<file path="src/rtl/puf_auth_pkg.sv">
// Shared types and constants for the PUF authentication sequencer.
package puf_auth_pkg;

    localparam int unsigned CntW     = 16;
    localparam int unsigned WdMargin = 4;

    typedef enum logic [2:0] {
        StIdle,
        StLoad,
        StRun,
        StDone,
        StLocked
    } state_e;

endpackage

</file>
<file path="src/rtl/puf_sig_capture.sv">
// PUF response signature register: clear, shift-in at the LSB, compare to golden.
module puf_sig_capture #(
    parameter int unsigned SIG_W = 32
) (
    input  logic             clk,
    input  logic             rst,
    input  logic             clear_i,
    input  logic             shift_i,
    input  logic             bit_i,
    input  logic [SIG_W-1:0] golden_i,
    output logic [SIG_W-1:0] sig_o,
    output logic             match_o
);

    logic [SIG_W-1:0] sig_q, sig_d;

    always_comb begin
        sig_d = sig_q;
        if (clear_i) begin
            sig_d = '0;
        end else if (shift_i) begin
            sig_d = {sig_q[SIG_W-2:0], bit_i};
        end
    end

    always_ff @(posedge clk or posedge rst) begin
        if (rst) begin
            sig_q <= '0;
        end else begin
            sig_q <= sig_d;
        end
    end

    assign sig_o   = sig_q;
    assign match_o = (sig_q == golden_i);

endmodule

</file>
<file path="src/rtl/puf_auth_sequencer.sv">
// PUF authentication sequencer: drives the scan-enable counter, captures and checks
// the response. Define PUF_AUTH_LOCKOUT_EN to lock out after MAX_FAIL consecutive failures.
module puf_auth_sequencer
    import puf_auth_pkg::*;
#(
    parameter int unsigned SIG_W    = 32,
    parameter int unsigned MAX_FAIL = 3
) (
    input  logic             clk,
    input  logic             rst,
    input  logic             req_valid,
    output logic             req_ready,
    input  logic [15:0]      req_n_auth,
    input  logic [15:0]      req_l_scan,
    input  logic [SIG_W-1:0] req_golden,
    input  logic             abort,
    output logic [15:0]      cnt_n_auth,
    output logic [15:0]      cnt_l_scan,
    output logic             cnt_start,
    input  logic             se_signal,
    input  logic             scan_in,
    output logic             done,
    output logic             pass,
    output logic             err,
    output logic             locked,
    output logic [3:0]       fail_cnt
);

    localparam logic [3:0]    MaxFail = 4'(MAX_FAIL);
    localparam logic [CntW:0] WdAdd   = (CntW + 1)'(WdMargin);
    localparam logic [CntW:0] WdOne   = {{CntW{1'b0}}, 1'b1};

    state_e           state_q, state_d;
    logic [CntW-1:0]  n_q, n_d, l_q, l_d;
    logic [SIG_W-1:0] golden_q, golden_d;
    logic [CntW:0]    wd_q, wd_d;
    logic             seen_q, seen_d;
    logic             pass_q, pass_d, err_q, err_d;
    logic [3:0]       fail_q, fail_d;

    logic             sig_clear, sig_shift, sig_match;
    logic [SIG_W-1:0] sig_val;
    logic [CntW:0]    req_sum, wd_limit, wd_inc;
    logic             req_bad;
    logic [3:0]       fail_inc;

    puf_sig_capture #(
        .SIG_W (SIG_W)
    ) u_sig_capture (
        .clk      (clk),
        .rst      (rst),
        .clear_i  (sig_clear),
        .shift_i  (sig_shift),
        .bit_i    (scan_in),
        .golden_i (golden_q),
        .sig_o    (sig_val),
        .match_o  (sig_match)
    );

    // A window that overflows 16 bits cannot be produced by the counter, so reject it.
    assign req_sum  = {1'b0, req_n_auth} + {1'b0, req_l_scan};
    assign req_bad  = (req_l_scan == '0) || req_sum[CntW];
    assign wd_limit = {1'b0, n_q} + {1'b0, l_q} + WdAdd;
    assign wd_inc   = wd_q + WdOne;
    assign fail_inc = (fail_q < MaxFail) ? fail_q + 4'd1 : fail_q;

    always_comb begin
        state_d   = state_q;
        n_d       = n_q;
        l_d       = l_q;
        golden_d  = golden_q;
        wd_d      = wd_q;
        seen_d    = seen_q;
        pass_d    = pass_q;
        err_d     = err_q;
        fail_d    = fail_q;
        sig_clear = 1'b0;
        sig_shift = 1'b0;

        unique case (state_q)
            StIdle: begin
                if (req_valid) begin
                    n_d      = req_n_auth;
                    l_d      = req_l_scan;
                    golden_d = req_golden;
                    if (req_bad) begin
                        state_d = StDone;
                        pass_d  = 1'b0;
                        err_d   = 1'b1;
                        fail_d  = fail_inc;
                    end else begin
                        state_d = StLoad;
                    end
                end
            end
            StLoad: begin
                sig_clear = 1'b1;
                wd_d      = '0;
                seen_d    = 1'b0;
                state_d   = abort ? StIdle : StRun;
            end
            StRun: begin
                if (abort) begin
                    state_d = StIdle;
                end else begin
                    wd_d = wd_inc;
                    if (!se_signal) begin
                        sig_shift = 1'b1;
                        seen_d    = 1'b1;
                    end
                    // A completed scan takes precedence over a coincident timeout.
                    if (se_signal && seen_q) begin
                        state_d = StDone;
                        pass_d  = sig_match;
                        err_d   = 1'b0;
                        fail_d  = sig_match ? 4'd0 : fail_inc;
                    end else if (wd_inc == wd_limit) begin
                        state_d = StDone;
                        pass_d  = 1'b0;
                        err_d   = 1'b1;
                        fail_d  = fail_inc;
                    end
                end
            end
            StDone: begin
`ifdef PUF_AUTH_LOCKOUT_EN
                state_d = (fail_q == MaxFail) ? StLocked : StIdle;
`else
                state_d = StIdle;
`endif
            end
            StLocked: begin
                state_d = StLocked;
            end
            default: begin
                state_d = StIdle;
            end
        endcase
    end

    always_ff @(posedge clk or posedge rst) begin
        if (rst) begin
            state_q  <= StIdle;
            n_q      <= '0;
            l_q      <= '0;
            golden_q <= '0;
            wd_q     <= '0;
            seen_q   <= 1'b0;
            pass_q   <= 1'b0;
            err_q    <= 1'b0;
            fail_q   <= '0;
        end else begin
            state_q  <= state_d;
            n_q      <= n_d;
            l_q      <= l_d;
            golden_q <= golden_d;
            wd_q     <= wd_d;
            seen_q   <= seen_d;
            pass_q   <= pass_d;
            err_q    <= err_d;
            fail_q   <= fail_d;
        end
    end

    // Outputs decode straight from state so a reset drops them without waiting for a clock.
    assign req_ready  = (state_q == StIdle);
    assign cnt_start  = (state_q == StRun);
    assign done       = (state_q == StDone);
    assign pass       = done & pass_q;
    assign err        = done & err_q;
    assign cnt_n_auth = n_q;
    assign cnt_l_scan = l_q;
    assign fail_cnt   = fail_q;

`ifdef PUF_AUTH_LOCKOUT_EN
    assign locked = (state_q == StLocked);
`else
    assign locked = 1'b0;
`endif

endmodule

</file>
<file path="config.mk">
export PLATFORM = sky130hd
export DESIGN_NAME = puf_auth_sequencer
export DESIGN_NICKNAME = d
export VERILOG_FILES = /design/src/rtl/puf_auth_pkg.sv /design/src/rtl/puf_sig_capture.sv /design/src/rtl/puf_auth_sequencer.sv
export SDC_FILE = /design/constraint.sdc
export NUM_CORES = 1
export LEC_CHECK = 0
export CAP_MARGIN = 10
export CELL_PAD_IN_SITES_DETAIL_PLACEMENT = 0
export CELL_PAD_IN_SITES_GLOBAL_PLACEMENT = 1
export CORE_MARGIN = 2
export CORE_UTILIZATION = 30
export DETAILED_ROUTE_END_ITERATION = 6
export PLACE_DENSITY_LB_ADDON = 0.1
export SLEW_MARGIN = 40
export SYNTH_ARGS = -nofsm -noshare
export SYNTH_HDL_FRONTEND = slang
export SYNTH_SLANG_ARGS = --single-unit
</file>
<file path="constraint.sdc">
create_clock -name clk -period 8.8 [get_ports clk]
set_input_delay 1.76 -clock clk [delete_from_list [all_inputs] [get_ports clk]]
set_output_delay 1.76 -clock clk [all_outputs]
set_load 0.01 [all_outputs]
</file>
==> flow_summary.toml <==
[clocking]
postCtsHoldBufs = 0
clock_latency_ns = 0.42
post_cts_buffers = 0
root_buffer = "clkbuf_16"
cts_tree = "built"
htree_levels = 4
numCtsBuffers = 17
clkTransAtPathRegs_ns = 0.06
cts-resized-gates = 0
clk_path_buf_depth = 2
cts.sinks = 123

[global_route]
first_global_vias = 5417
grt_max_degree = 70
grt_overflow = 0
grt_pass1_wl_mm = 30.0
grt_antenna_before_repair = 0
grtUsageTotal = 0.161

[synthesis]
synth-edff-count = 0
synth-seq-cells = 123
synth_commonest_cells = "dfrtp_1, nand2_1, o21ai_0"
synth_flop_cell = "dfrtp_1"
synth_cells = 676
syn_nets = 795
synth_top_area_frac = 0.442
yosysSeqAreaShare = 0.442
syn_avg_cell_area_um2 = 10.3
syn_area_um2 = 6960
async_flop_share = 1.00
ys_warn_count = 0
synth_area_leaders = "dfrtp_1, mux2_2, ha_1, xnor2_1, nand2_1"
yosysMostFrequentCell = "dfrtp_1"
yosysUniqueCellTypes = 55
synth_top_area_cell = "dfrtp_1"

[finish]
num_antenna_cells = 0
drive_above_1_share = 0.144
fin_cells = 1084
final_util = 0.394
fin_nets = 905
area_growth_pct = 28.4

[place]
dp.cells = 1052
place_congestion = 0.735
post-dp-hpwl_mm = 14.1
io_buffers = 110

[run_status]
status = "finished clean"

[routing]
vias = 5268
routedWlPerCell_um = 17.3
wirelength_mm = 18.7
drt_pass1_iterations = 4
post-route-drc-count = 0
drt_iter0_markers = 239
antenna_left = 0
viasPerCell = 4.86

[timing]
worst_pin_slew_ns = 0.799
rsz0062_at_grt = "false"
setup_viol = 0
relSlewSlack = 0.466
maxClockFrequency_mhz = 253
skew_ns = 0.0138
timing_hold_violations_final = 0
final_max_slew_viol_count = 0
period_minus_slack_ns = 3.95
fin_setup_tns_ns = 0
fin_crit_sh = 0.449

[floorplan]
io_pins = 112
start_util = 0.307
rows = 55
core-area_um2 = 22700
die_width_um = 156
die_h_um = 156
die_area_um2 = 24400

[critical_path]
crit_top_cell = "ha_1"
max_stage_delay_ns = 0.56
critPathCaptureType = "flop"
path_class = "flop to flop"
crit_required_ns = 9.10
crit_slowest_cell = "or4_4"
crit_arrival_ns = 4.25
crit_fanout = 5
rrSetupSlack_ns = 4.85
start_kind = "flop"
crit_chain = "ha_1, ha_1, and2_1, a221oi_1, a21oi_1, o32ai_1, o21ai_0, xnor2_1, or4_4, o21ai_4, o21ai_1, a21bo_1"

[pwr]
p_leak_uw = 0.00381
p_per_area_nw_per_um2 = 360
vdd_drop_max_uv = 165

[job]
drv_cap = 0

[min_path]
hold_class = "flop to flop"
## critical path, delay by kind of cell, from the launching register on
family                     cells  cell delay [ns]
xor gates and xnor gates       1             0.17
AOI/OAI and AO/OA              7             1.81
and+or+nand+nor                2             0.75
adders and majority gates      2             0.68
DFF                            1             0.42
## state kept, by name (all words and copies together), names as in the netlist
register / cells
err_q: 1
fail_cnt: 4
pass_q: 1
wd_q: 17
seen_q: 1
cnt_n_auth: 16
state_q: 3
cnt_l_scan: 16
u_sig_capture.sig_o: 32
golden_q: 32
## area by class of cell
cell class / count / area [µm²]
Fill cell: 2230 / 13800
Multi-Input combinational cell: 514 / 3740
Sequential cell: 123 / 3080
Timing Repair Buffer: 117 / 1180
Clock buffer: 20 / 447
Tap cell: 285 / 357
Clock inverter: 12 / 91.3
Inverter: 13 / 53.8
## where the power goes
part / switching [µW] / internal, µW
clock: 277 / 370
combinational: 821 / 859
sequential: 159 / 737
total: 1260 / 1970
## cell usage in the layout, fill, tap and decap left out, types with 3 or more instances in the layout
cell type,count
clkinv_4,4
clkdlybuf4s50_1,110
nand3_1,6
buf_4,3
clkbuf_16,17
o21ai_0,70
a21o_1,7
nand2_1,103
nor4_1,11
nor3_1,5
o21a_1,5
xor2_1,26
inv_1,12
nand2b_1,5
clkinv_2,3
and3_1,5
nor2b_1,5
and2_1,4
dfrtp_1,123
o31ai_1,6
or3_1,3
a21oi_1,20
inv_6,4
ha_1,48
xnor2_1,49
nor2_1,25
mux2_2,62
nand4_1,9
## layer usage
metal,up-vias,global-route usage,routed length (µm)
met1,2548,0.190,7880
li1,2603,-,-
met4,0,0.0594,397
met2,94,0.285,9920
met3,23,0.0349,525
met5,-,0,0
## final timing paths
check | from | end | cells after the start
hold reg to reg | pass_q | pass_q | 1
hold / removal | pass_q | pass_q | 1
setup / recovery | cnt_n_auth[4] | pass_q | 12
setup reg to reg | cnt_n_auth[4] | pass_q | 12
min in group asynchronous | rst | u_sig_capture.sig_o[3] | 2
max in group asynchronous | rst | cnt_n_auth[7] | 3
## metrics by stage
stage | setup WS [ns] | instance area (µm²) | total power (µW) | hold WS, ns
4_1_cts | 4.79 | 8930 | 3290 | 0.486
2_1_floorplan | 3.77 | 6960 | 2060 | 0.440
5_1_grt | 4.49 | 8940 | 3510 | 0.495
3_5_place_dp | 4.43 | 8390 | 2630 | 0.473
6_report | 4.85 | 8940 | 3220 | 0.486
3_3_place_gp | 4.48 | 8360 | 2600 | 0.469
## kinds of logic after synthesis
| logic type | Yosys count | synth area share |
|---|---|---|
| DFF | 123 | 0.442 |
| muxes | 62 | 0.100 |
| AOI/OAI and AO/OA | 131 | 0.113 |
| adders and majority gates | 49 | 0.0892 |
| and+or+nand+nor | 196 | 0.138 |
| other | 1 | 0.000539 |
| xor gates and xnor gates | 75 | 0.0944 |
| buffers and inverters | 39 | 0.0228 |
Power figures use the tool's default switching activity.
